==> src/rtl/demux9to1v_stream.sv <==
// Registered 1-to-9 stream demultiplexer: each accepted word lands in a one-entry
// register for its channel; select codes 9-15 are accepted, discarded and counted.
module demux9to1v_stream #(
   parameter int unsigned WIDTH  = 16,
   parameter int unsigned DROP_W = 8
) (
   input  logic              clk,
   input  logic              resetn,
   input  logic              in_valid,
   output logic              in_ready,
   input  logic [WIDTH-1:0]  din,
   input  logic [3:0]        sel,
   output logic [8:0]        out_valid,
   input  logic [8:0]        out_ready,
   output logic [WIDTH-1:0]  a,
   output logic [WIDTH-1:0]  b,
   output logic [WIDTH-1:0]  c,
   output logic [WIDTH-1:0]  d,
   output logic [WIDTH-1:0]  e,
   output logic [WIDTH-1:0]  f,
   output logic [WIDTH-1:0]  g,
   output logic [WIDTH-1:0]  h,
   output logic [WIDTH-1:0]  i,
   output logic [DROP_W-1:0] drop_cnt,
   output logic              drop_seen
);

   localparam int unsigned NCH = 9;
   localparam int unsigned SW  = 4;

   logic [WIDTH-1:0] r [NCH];
   logic [NCH-1:0]   v;
   logic [15:0]      v_ext;
   logic [15:0]      rdy_ext;
   logic             sel_ok;
   logic             push;
   logic [WIDTH-1:0] dout [NCH];

   // Widen to 16 entries so every 4-bit select indexes in range.
   assign v_ext   = 16'(v);
   assign rdy_ext = 16'(out_ready);
   assign sel_ok  = (sel < SW'(NCH));

   // Drops never stall; a valid select waits only on its own channel.
   assign in_ready = sel_ok ? (!v_ext[sel] || rdy_ext[sel]) : 1'b1;
   assign push     = in_valid && in_ready;

   always_ff @(posedge clk) begin
      if (!resetn) begin
         v         <= '0;
         drop_cnt  <= '0;
         drop_seen <= 1'b0;
         for (int k = 0; k < NCH; k++) begin
            r[k] <= '1;
         end
      end else begin
         // A push to a channel wins over its pop, so the new word replaces the old.
         for (int k = 0; k < NCH; k++) begin
            if (push && sel_ok && (sel == SW'(k))) begin
               r[k] <= din;
               v[k] <= 1'b1;
            end else if (v[k] && out_ready[k]) begin
               v[k] <= 1'b0;
            end
         end
         if (push && !sel_ok) begin
            drop_seen <= 1'b1;
            if (drop_cnt != '1) begin
               drop_cnt <= drop_cnt + DROP_W'(1);
            end
         end
      end
   end

   // Empty channels present all-ones.
   for (genvar k = 0; k < NCH; k++) begin : g_out
      assign dout[k] = v[k] ? r[k] : '1;
   end

   assign out_valid = v;
   assign a = dout[0];
   assign b = dout[1];
   assign c = dout[2];
   assign d = dout[3];
   assign e = dout[4];
   assign f = dout[5];
   assign g = dout[6];
   assign h = dout[7];
   assign i = dout[8];

endmodule

==> config.mk <==
export PLATFORM = sky130hd
export DESIGN_NAME = demux9to1v_stream
export DESIGN_NICKNAME = d
export VERILOG_FILES = /design/src/rtl/demux9to1v_stream.sv
export SDC_FILE = /design/constraint.sdc
export NUM_CORES = 1
export LEC_CHECK = 0
export CAP_MARGIN = 5
export CORE_UTILIZATION = 25
export DETAILED_ROUTE_END_ITERATION = 16
export SLEW_MARGIN = 20
export SYNTH_ARGS = -nofsm -noshare
export SYNTH_HDL_FRONTEND = slang
export SYNTH_SLANG_ARGS = --single-unit
==> constraint.sdc <==
create_clock -name clk -period 8.4 [get_ports clk]
set_clock_uncertainty 0.2 [all_clocks]
set_input_delay 0.84 -clock clk [delete_from_list [all_inputs] [get_ports clk]]
set_output_delay 0.84 -clock clk [all_outputs]
set_load 0.02 [all_outputs]
Word-level counts from Yosys, hierarchy flattened
Memories as Yosys holds them, arrays and structs flattened.
Index checks and enable logic that the tools add are counted.
Widths: inputs -> output; s select.

operators by class
  add/subtract/negate cells = 1
  $lt $le $gt $ge = 2
  equal/unequal tests = 9
  mux-type cells = 69
  bitwise gates (word level) = 9
  reductions and logical operators = 35

operator list
  cell                 count
  $mux 16              18
  $mux 1               49
  $logic_and 1x1->1    21
  $reduce_bool 2->1    9
  $eq 4x3->1 const B   4
  $or 1x1->1           9
  $add 8x1->8 const B  1
  $bmux 1 s4           2
  $eq 4x2->1 const B   2
  $ne 8x8->1 const B   1
  $lt 4x5->1 const B   1
  $eq 4x1->1 const B   1
  $eq 4x4->1 const B   1
  $logic_not 4->1      1
  $lt 4x4->1 const B   1
  $logic_not 1->1      2
  $reduce_and 2->1     1
  $logic_or 1x1->1     1

word-level totals
  bits in registers = 18
  memory bits (writable) = 144
  word-level logic and storage cells = 137
  memories kept = 1

memory list
  memory  words  width  rd ports  clocked after Yosys merged registers in  write ports  RTL line  text
  r       9      16     9         0                                        9            31        logic [WIDTH-1:0] r [NCH];

Longest topological paths before layout
Gate-level depths: netlist of the first run.

  depth in word-level cells = 12
  depth in mapped cells = 8
  mapped depth without buffers = 6

Worst setup path after synthesis of the first run
Ideal clock, no wire load.

  kind = in2reg
  start = in sel[0]
  end = mem r[7][1] (netlist: r[0][113]), enable pin
  library setup time = 0.411 ns
  arrival time = 3.054 ns
  required time = 7.789 ns
  slack = 4.734 ns
  stages on the path = 6
  path buffers = 2
  cell sequence = buf_6 -> mux4_2 -> o21ai_2 -> a2bb2oi_4 -> buf_4 -> o21ai_0

RTL lines
  what             RTL line  text
  start, declared  12        input logic [3:0] sel,
  end, declared    31

Final worst setup path of the first run
  start = in sel[0]
  end = out in_ready

on the way
  longest elaborated chain between the ends = 5
  elaborated cells on any way between the ends = 8

ends and longest elaborated chain
  what                          RTL line  text
  $bmux 1 s4                    45        assign in_ready = sel_ok ? (!v_ext[sel] || rdy_ext[sel]) : 1'b1;
  $mux 1 (not written as such)  45
  $logic_not 1->1               45
  $logic_or 1x1->1              45
  $mux 1 *                      45
  end, declared                 10        output logic in_ready,

Every way passes the cells marked *; elsewhere a longest branch is shown, timed or not. The select of a mux whose other input is x is not followed.

==> flow_summary.json, run 1 <==
{
  "reg2reg_to": "r[0][70]",
  "synth_fa_ha_area_share_pct": 0.193,
  "fin_tns_setup_ps": 0,
  "slew_viol_final": 0,
  "synth-warning-count": 0,
  "start_kind": "input port",
  "fmaxAchievable_ghz": 0.196,
  "ys_ff_latch": 162,
  "row_count": 58,
  "cp_slowest_stage_delay_ps": 930,
  "clkTransAtPathRegs_ps": 60,
  "grt_max_degree": 35,
  "wl_met3_mm": 1.47,
  "r2r_start": "out_valid[1]",
  "top_layer_used": "met4",
  "final_cells": 991,
  "synth_cell_types": 37,
  "synth_top_family_by_area": "simple AND/OR/NAND/NOR gates",
  "final_antenna_net_count": 0,
  "leakage_nw": 3.09,
  "portBuffers": 194,
  "fin_nets": 682,
  "grtUsageTotal_pct": 14.7,
  "hold_buffers": 0,
  "clock_latency_ps": 420,
  "antenna_found_initial": 0,
  "tightest_slew_ps": 931,
  "dieWidth_um": 163,
  "synthToLayoutAreaGrowth_pct": 44.8,
  "preCtsSetupSlack_ps": 3300,
  "dr_wl_met2_mm": 9.24,
  "core_um2": 25300,
  "end_kind": "output pin",
  "rsz0062_at_grt": "false",
  "wire_per_inst_um": 19.4,
  "placed_area_um2": 8800,
  "peakVddDrop_mv": 0.0939,
  "cts-buffers-inserted": 17,
  "worst_slack_ps": 3310,
  "final_cell_mix": "clkdlybuf4s50_1, nand2b_1, edfxtp_1, nand2_1",
  "post-cts-setup-buffer-count": 0,
  "synth_ff_type": "edfxtp_1",
  "synth_xor_area_share_pct": 0.810,
  "crit_arrival_ps": 4050,
  "cts_resized": 0,
  "hold_viol": 0,
  "post-route-period-util_pct": 60.6,
  "pwr_density_cell_nw_per_um2": 198,
  "ios": 195,
  "grt-ovfl-total": 0,
  "syn_inst": 453,
  "first_global_vias": 4161,
  "synth_compound_area_share_pct": 3.41,
  "r2r_setup_slack_ps": 5150,
  "drtIter0Drc": 308,
  "fillers": 2415,
  "r2r_cells": 5,
  "period_needed_ps": 5090,
  "hp-start": "drop_seen",
  "cp_common_cell": "clkdlybuf4s50_1",
  "min-delay-path-class": "register to register",
  "wl_met1_mm": 8.21,
  "die_h_um": 163,
  "path_delay_family": "buffers and inverters",
  "htree_levels": 4,
  "start_util_pct": 25.6,
  "cpMaxStageDelayCell": "clkdlybuf4s50_1",
  "avgSynthCellArea_um2": 14.3,
  "critPathRequiredTime_ps": 7360,
  "synth-simple-area-share_pct": 20.4,
  "maxSlewHeadroom_pct": 38.0,
  "crit_fanout": 34,
  "dp.cells": 960,
  "drt_first_pass_iters": 5,
  "synth.net_count": 486,
  "syn_area_um2": 6490,
  "cts_sinks": 162,
  "clockBufferDepth": 2,
  "hpwl_mm": 13.8,
  "yosysSeqAreaShare_pct": 72.2,
  "routed-via-count": 4280,
  "criticalPathCategory": "input port to output pin",
  "setup_violations": 0,
  "routed_wl_mm": 19.2,
  "path_buf_inv": 3,
  "drc_errors": 0,
  "final_area_um2": 9400,
  "via_per_inst": 4.32,
  "globalplace.congestion": 0.801,
  "drive_above_1_share_pct": 6.66,
  "whs_path_depth": 1,
  "synthMuxAreaShare_pct": 1.29,
  "root_buffer": "clkbuf_16",
  "synth_edf_count": 144,
  "drv_cap": 0,
  "synthArstFlopShare_pct": 0,
  "n_antenna_cell": 0,
  "min_to": "drop_seen",
  "final_common_cell": "clkdlybuf4s50_1",
  "grt_pass1_wl_mm": 27.1,
  "die_area_um2": 26600,
  "status": "complete, no violations",
  "tritoncts": "built",
  "path_cells": "clkdlybuf4s50_1 -> mux2_1 -> or3_1 -> a31oi_2 -> a2bb2oi_4 -> inv_1 -> clkdlybuf4s50_1"
}
[worst reg2reg max path, stage by stage (launching register included)]
cell and delay, ps:
dfxtp_1 840, mux2i_1 170, a221oi_1 350, o21ai_2 130
a2bb2oi_4 700, o21ai_2 480
[Yosys cell counts, types with 2 or more instances]
library cell	n	share of area (%)
inv_1	3	0.17
nand2_1	20	1.2
nor2_1	3	0.17
nand3b_1	8	0.93
nor3_1	4	0.31
xnor2_1	3	0.40
a21boi_0	3	0.35
xor2_1	3	0.40
or3_1	18	1.7
clkbuf_1	15	0.87
o21a_1	2	0.23
edfxtp_1	144	67
nor3b_1	2	0.23
and2_1	6	0.58
o21ai_0	11	0.85
nor2b_1	4	0.39
mux2i_1	5	0.77
dfxtp_1	18	5.6
o21ai_1	8	0.62
buf_4	4	0.46
nand2b_1	145	14
nand3_1	8	0.62
and3_1	2	0.19
[sequential cells by signal (all words and copies together) (netlist names)]
register	flops
out_valid	9
r	144
drop_cnt	8
drop_seen	1
[layer usage]
| layer | track usage (%) | vias to the layer above |
|---|---|---|
| met3 | 4.04 | 19 |
| li1 | - | 1995 |
| met2 | 23.7 | 223 |
| met5 | 0 | - |
| met4 | 4.76 | 0 |
| met1 | 19.0 | 2043 |
[where the power goes]
group          total (mW)  switching (mW)  internal [mW]
clock network       0.793           0.319          0.474
logic               0.106          0.0561         0.0502
registers           0.958          0.0224          0.936
total                1.86           0.397           1.46
[layout make-up]
type	count	area (µm²)	area share [%]
Timing Repair Buffer	198	1970	21.0
Inverter	3	11.3	0.120
Tap cell	330	413	4.39
Clock buffer	18	429	4.56
Sequential cell	162	4680	49.8
Multi-Input combinational cell	267	1720	18.2
Clock inverter	13	176	1.88
[logic make-up after synthesis]
family / Yosys count
AO/OA/AOI/OAI: 32
XOR/XNOR: 6
adder cells (fa/ha/maj): 1
buffers and inverters: 24
flip-flops: 162
multiplexers: 7
AND/OR/NAND/NOR: 221
[per-stage QoR]
step / util, % / power (mW) / hold slack [ps]
2_1_floorplan: - / 1.02 / 363
3_3_place_gp: 34.7 / 1.08 / 273
3_5_place_dp: 34.7 / 1.08 / 282
4_1_cts: 37.1 / 1.87 / 297
5_1_grt: 37.1 / 1.91 / 310
6_report: 37.1 / 1.86 / 304
[worst max-delay path by stage]
stage                      endpoint  slack (ps)  cells past startpoint   start
after global placement     in_ready        3350                      7  sel[0]
after floorplan           r[0][113]        4730                      6  sel[0]
after detailed placement   in_ready        3300                      7  sel[0]
after global routing       in_ready        3080                      7  sel[0]
final                      in_ready        3310                      7  sel[0]
after CTS                  in_ready        3280                      7  sel[0]
(Power assumes the default switching activity.)
==> run 2, diff against run 1 <==
==> constraint.sdc (replaced) <==
create_clock -name clk -period 4.9 [get_ports clk]
set_clock_uncertainty 0.2 [all_clocks]
set_input_delay 0.49 -clock clk [delete_from_list [all_inputs] [get_ports clk]]
set_output_delay 0.49 -clock clk [all_outputs]
set_load 0.02 [all_outputs]
==> run 2 against run 1 <==
Against the previous run: clock power increased by 61%; routed wire length increased by 4.3%; cell count increased by 0.20%; flip-flop and latch count unchanged; via count decreased by 0.72%; power increased by 68%; critical path type unchanged; critical endpoint unchanged; largest cell class unchanged.
==> flow_summary.json, run 2 (synthesized netlist as in run 1, its figures left out) <==
{
  "status": "complete, no violations",
  "hpwl_mm": 14.4,
  "via_per_inst": 4.28,
  "fin_tns_setup_ps": 0,
  "cts-buffers-inserted": 17,
  "crit_arrival_ps": 3210,
  "grt_max_degree": 30,
  "clockBufferDepth": 2,
  "setup_violations": 0,
  "globalplace.congestion": 0.813,
  "total_power_mw": 3.12,
  "root_buffer": "clkbuf_16",
  "post-cts-setup-buffer-count": 0,
  "drive_above_1_share_pct": 6.94,
  "final_antenna_net_count": 0,
  "row_count": 58,
  "drtIter0Drc": 305,
  "synthToLayoutAreaGrowth_pct": 44.6,
  "drv_cap": 0,
  "cts_resized": 0,
  "end_kind": "output pin",
  "routed_wl_mm": 20.0,
  "tightest_slew_ps": 993,
  "fillers": 2390,
  "critPathRequiredTime_ps": 4210,
  "dieWidth_um": 163,
  "max_flop_register": "r",
  "maxSlewHeadroom_pct": 33.8,
  "drc_errors": 0,
  "peakVddDrop_mv": 0.258,
  "fmaxAchievable_ghz": 0.256,
  "grt_pass1_wl_mm": 28.7,
  "grt-ovfl-total": 0,
  "wire_per_inst_um": 20.2,
  "cts_sinks": 162,
  "period_needed_ps": 3900,
  "post-route-period-util_pct": 79.6,
  "die_area_um2": 26600,
  "start_util_pct": 25.6,
  "rsz0062_at_grt": "false",
  "crit_fanout": 14,
  "first_global_vias": 4260,
  "fin_nets": 684,
  "die_h_um": 163,
  "portBuffers": 194,
  "clkTransAtPathRegs_ps": 60,
  "grtUsageTotal_pct": 15.4,
  "antenna_found_initial": 0,
  "criticalPathCategory": "input port to output pin",
  "pwr_density_cell_nw_per_um2": 332,
  "min-delay-path-class": "register to register",
  "slew_viol_final": 0,
  "core_um2": 25300,
  "ios": 195,
  "hold_buffers": 0,
  "clock_latency_ps": 420,
  "leakage_nw": 3.08,
  "n_antenna_cell": 0,
  "htree_levels": 4,
  "final_area_um2": 9390,
  "drt_first_pass_iters": 5,
  "largest_register_ffs": 144,
  "tritoncts": "built",
  "routed-via-count": 4249,
  "final_cell_mix": "clkdlybuf4s50_1, nand2b_1, edfxtp_1, nand2_1",
  "final_common_cell": "clkdlybuf4s50_1",
  "hold_viol": 0,
  "placed_area_um2": 8810,
  "start_kind": "input port"
}
run 2: worst paths after layout:
kind	from	slack (ps)	cells after the start	endpoint
worst min-delay path	drop_seen	280	1	drop_seen
worst max register to register	out_valid[2]	1810	6	r[0][108]
worst min register to register	drop_seen	280	1	drop_seen
worst max-delay path	sel[0]	1000	7	in_ready
run 2: final cells by class:
class,instances,area (µm²),area share (%)
inverters,3,11.3,0.120
clock inverters,13,146,1.56
well taps,330,413,4.40
multi-input cells,267,1720,18.3
clock buffers,18,429,4.57
repair buffers,200,1990,21.2
flip-flops and latches,162,4680,49.9
run 2: routing by layer:
| layer | global-route usage [%] | up-vias | routed length [µm] |
|---|---|---|---|
| li1 | - | 2002 | - |
| met1 | 20.1 | 2051 | 8190 |
| met2 | 24.8 | 186 | 9780 |
| met3 | 4.62 | 10 | 1870 |
| met4 | 4.12 | 0 | 180 |
| met5 | 0 | - | 0 |
run 2: critical path: stages:
cell,delay [ps]
clkdlybuf4s50_1,740
mux2_1,360
or3_1,320
a31oi_2,200
a2bb2oi_4,400
inv_1,70
clkdlybuf4s50_1,610
run 2: where the power goes:
part           internal [mW]  leakage [nW]  total [mW]  switching (mW)
registers               1.60          1.59        1.65          0.0474
logic                 0.0868          1.22       0.184          0.0973
clock network          0.717         0.279        1.28           0.566
run 2: through the flow:
stage	setup WS (ps)	std cells	hold WS, ps	utilization (%)
final	998	993	278	37.1
after global routing	809	993	299	37.1
after CTS	987	993	285	37.1
after detailed placement	1000	962	270	34.8
after global placement	1050	962	264	34.8
after floorplan	1580	453	363	-
==> run 3, diff against run 2 <==
==> constraint.sdc (replaced) <==
create_clock -name clk -period 4 [get_ports clk]
set_clock_uncertainty 0.2 [all_clocks]
set_input_delay 0.4 -clock clk [delete_from_list [all_inputs] [get_ports clk]]
set_output_delay 0.4 -clock clk [all_outputs]
set_load 0.02 [all_outputs]
==> run 3 against run 2 <==
Against the previous run: die area did not move; utilization rose by 0.19 points; critical path depth did not move; sequential power rose by 21%; routed wire length fell by 2.0%; non-clock buffer count rose by 9; global-route usage fell by 0.63 points; sequential share of layout area fell by 0.26 points; clock power rose by 19%; worst hold slack got worse by 10 ps; worst setup slack got worse by 630 ps; register-to-register slack got worse by 640 ps; largest power group unchanged.
==> flow_summary.json, run 3 (synthesized netlist as in run 1, its figures left out) <==
{
  "dieWidth_um": 163,
  "root_buffer": "clkbuf_16",
  "criticalPathCategory": "input port to output pin",
  "max_flop_register": "r",
  "clockBufferDepth": 2,
  "drt_first_pass_iters": 5,
  "hold_viol": 0,
  "core_um2": 25300,
  "die_area_um2": 26600,
  "start_util_pct": 25.6,
  "grtUsageTotal_pct": 14.8,
  "cts_resized": 0,
  "maxSlewHeadroom_pct": 35.2,
  "fin_tns_setup_ps": 0,
  "first_global_vias": 4457,
  "routed-via-count": 4343,
  "min-delay-path-class": "register to register",
  "grt-ovfl-total": 0,
  "via_per_inst": 4.32,
  "fin_nets": 693,
  "row_count": 58,
  "start_kind": "input port",
  "cts_sinks": 162,
  "drc_errors": 0,
  "final_cell_mix": "clkdlybuf4s50_1, nand2b_1, edfxtp_1, nand2_1",
  "final_common_cell": "clkdlybuf4s50_1",
  "hpwl_mm": 14.0,
  "rsz0062_at_grt": "false",
  "peakVddDrop_mv": 0.239,
  "globalplace.congestion": 0.826,
  "drtIter0Drc": 205,
  "tightest_slew_ps": 971,
  "largest_register_ffs": 144,
  "ios": 195,
  "leakage_nw": 3.12,
  "synthToLayoutAreaGrowth_pct": 45.4,
  "post-route-util_pct": 37.3,
  "drive_above_1_share_pct": 8.17,
  "pwr_density_cell_nw_per_um2": 398,
  "clock_latency_ps": 420,
  "crit_arrival_ps": 3040,
  "clkTransAtPathRegs_ps": 70,
  "post-cts-setup-buffer-count": 0,
  "portBuffers": 194,
  "critPathRequiredTime_ps": 3400,
  "post-route-period-util_pct": 90.9,
  "drv_cap": 0,
  "htree_levels": 4,
  "cts-buffers-inserted": 17,
  "status": "complete, no violations",
  "slew_viol_final": 0,
  "hold_buffers": 0,
  "crit_fanout": 14,
  "routed_wl_mm": 19.6,
  "grt_max_degree": 29,
  "end_kind": "output pin",
  "grt_pass1_wl_mm": 27.8,
  "final_antenna_net_count": 0,
  "setup_violations": 0,
  "period_needed_ps": 3640,
  "fmaxAchievable_ghz": 0.275,
  "antenna_found_initial": 3,
  "tritoncts": "built",
  "wire_per_inst_um": 19.5,
  "die_h_um": 163
}
## run 3: changes by cell type in the layout (fill, tap and decap cells not counted), sizes merged
cell | before | now
buf | 6 | 15
diode | 0 | 2
bufinv | 1 | 0
clkinvlp | 1 | 2
clkbuf | 18 | 19
## run 3: power breakdown
group	switching [mW]	leakage [nW]	internal, mW
clock	0.702	0.267	0.818
combinational	0.126	1.27	0.108
sequential	0.0404	1.59	1.96
## run 3: layout make-up
| class | count | area [µm²] |
|---|---|---|
| fill | 2432 | 15900 |
| timing repair buffer | 209 | 2050 |
| multi-input combinational | 267 | 1720 |
| clock inverter | 13 | 119 |
| tap | 330 | 413 |
| clock buffer | 19 | 433 |
| antenna | 2 | 5.00 |
| sequential | 162 | 4680 |
| inverter | 3 | 11.3 |
## run 3: final timing paths
check | depth (start not counted) | from | slack (ps) | endpoint
worst min-delay path | 1 | drop_seen | 270 | drop_seen
worst max-delay path | 7 | sel[0] | 360 | in_ready
worst min register to register | 1 | drop_seen | 270 | drop_seen
worst max register to register | 4 | out_valid[7] | 1170 | r[0][69]
## run 3: routing by layer
layer	up-vias	wire, µm	GRT usage [%]
li1	2018	-	-
met1	2113	8340	18.7
met2	200	9770	24.4
met3	10	1340	4.09
met4	2	157	4.67
met5	-	15	0
## run 3: worst max-delay path, stage by stage
cell             delay, ps
clkdlybuf4s50_1        630
mux2_1                 360
or3_1                  320
a31oi_2                200
a2bb2oi_4              460
inv_1                   90
clkdlybuf4s50_1        550
## run 3: through the flow
stage | hold WS (ps) | cells | instance area, µm² | power, mW | setup WS [ps]
after floorplan | 362 | 453 | 6490 | 2.14 | 774
after global routing | 293 | 1005 | 9440 | 3.87 | 201
after global placement | 250 | 971 | 8880 | 2.28 | 329
after detailed placement | 255 | 971 | 8880 | 2.28 | 344
final | 268 | 1005 | 9440 | 3.76 | 363
after CTS | 271 | 1003 | 9430 | 3.78 | 330
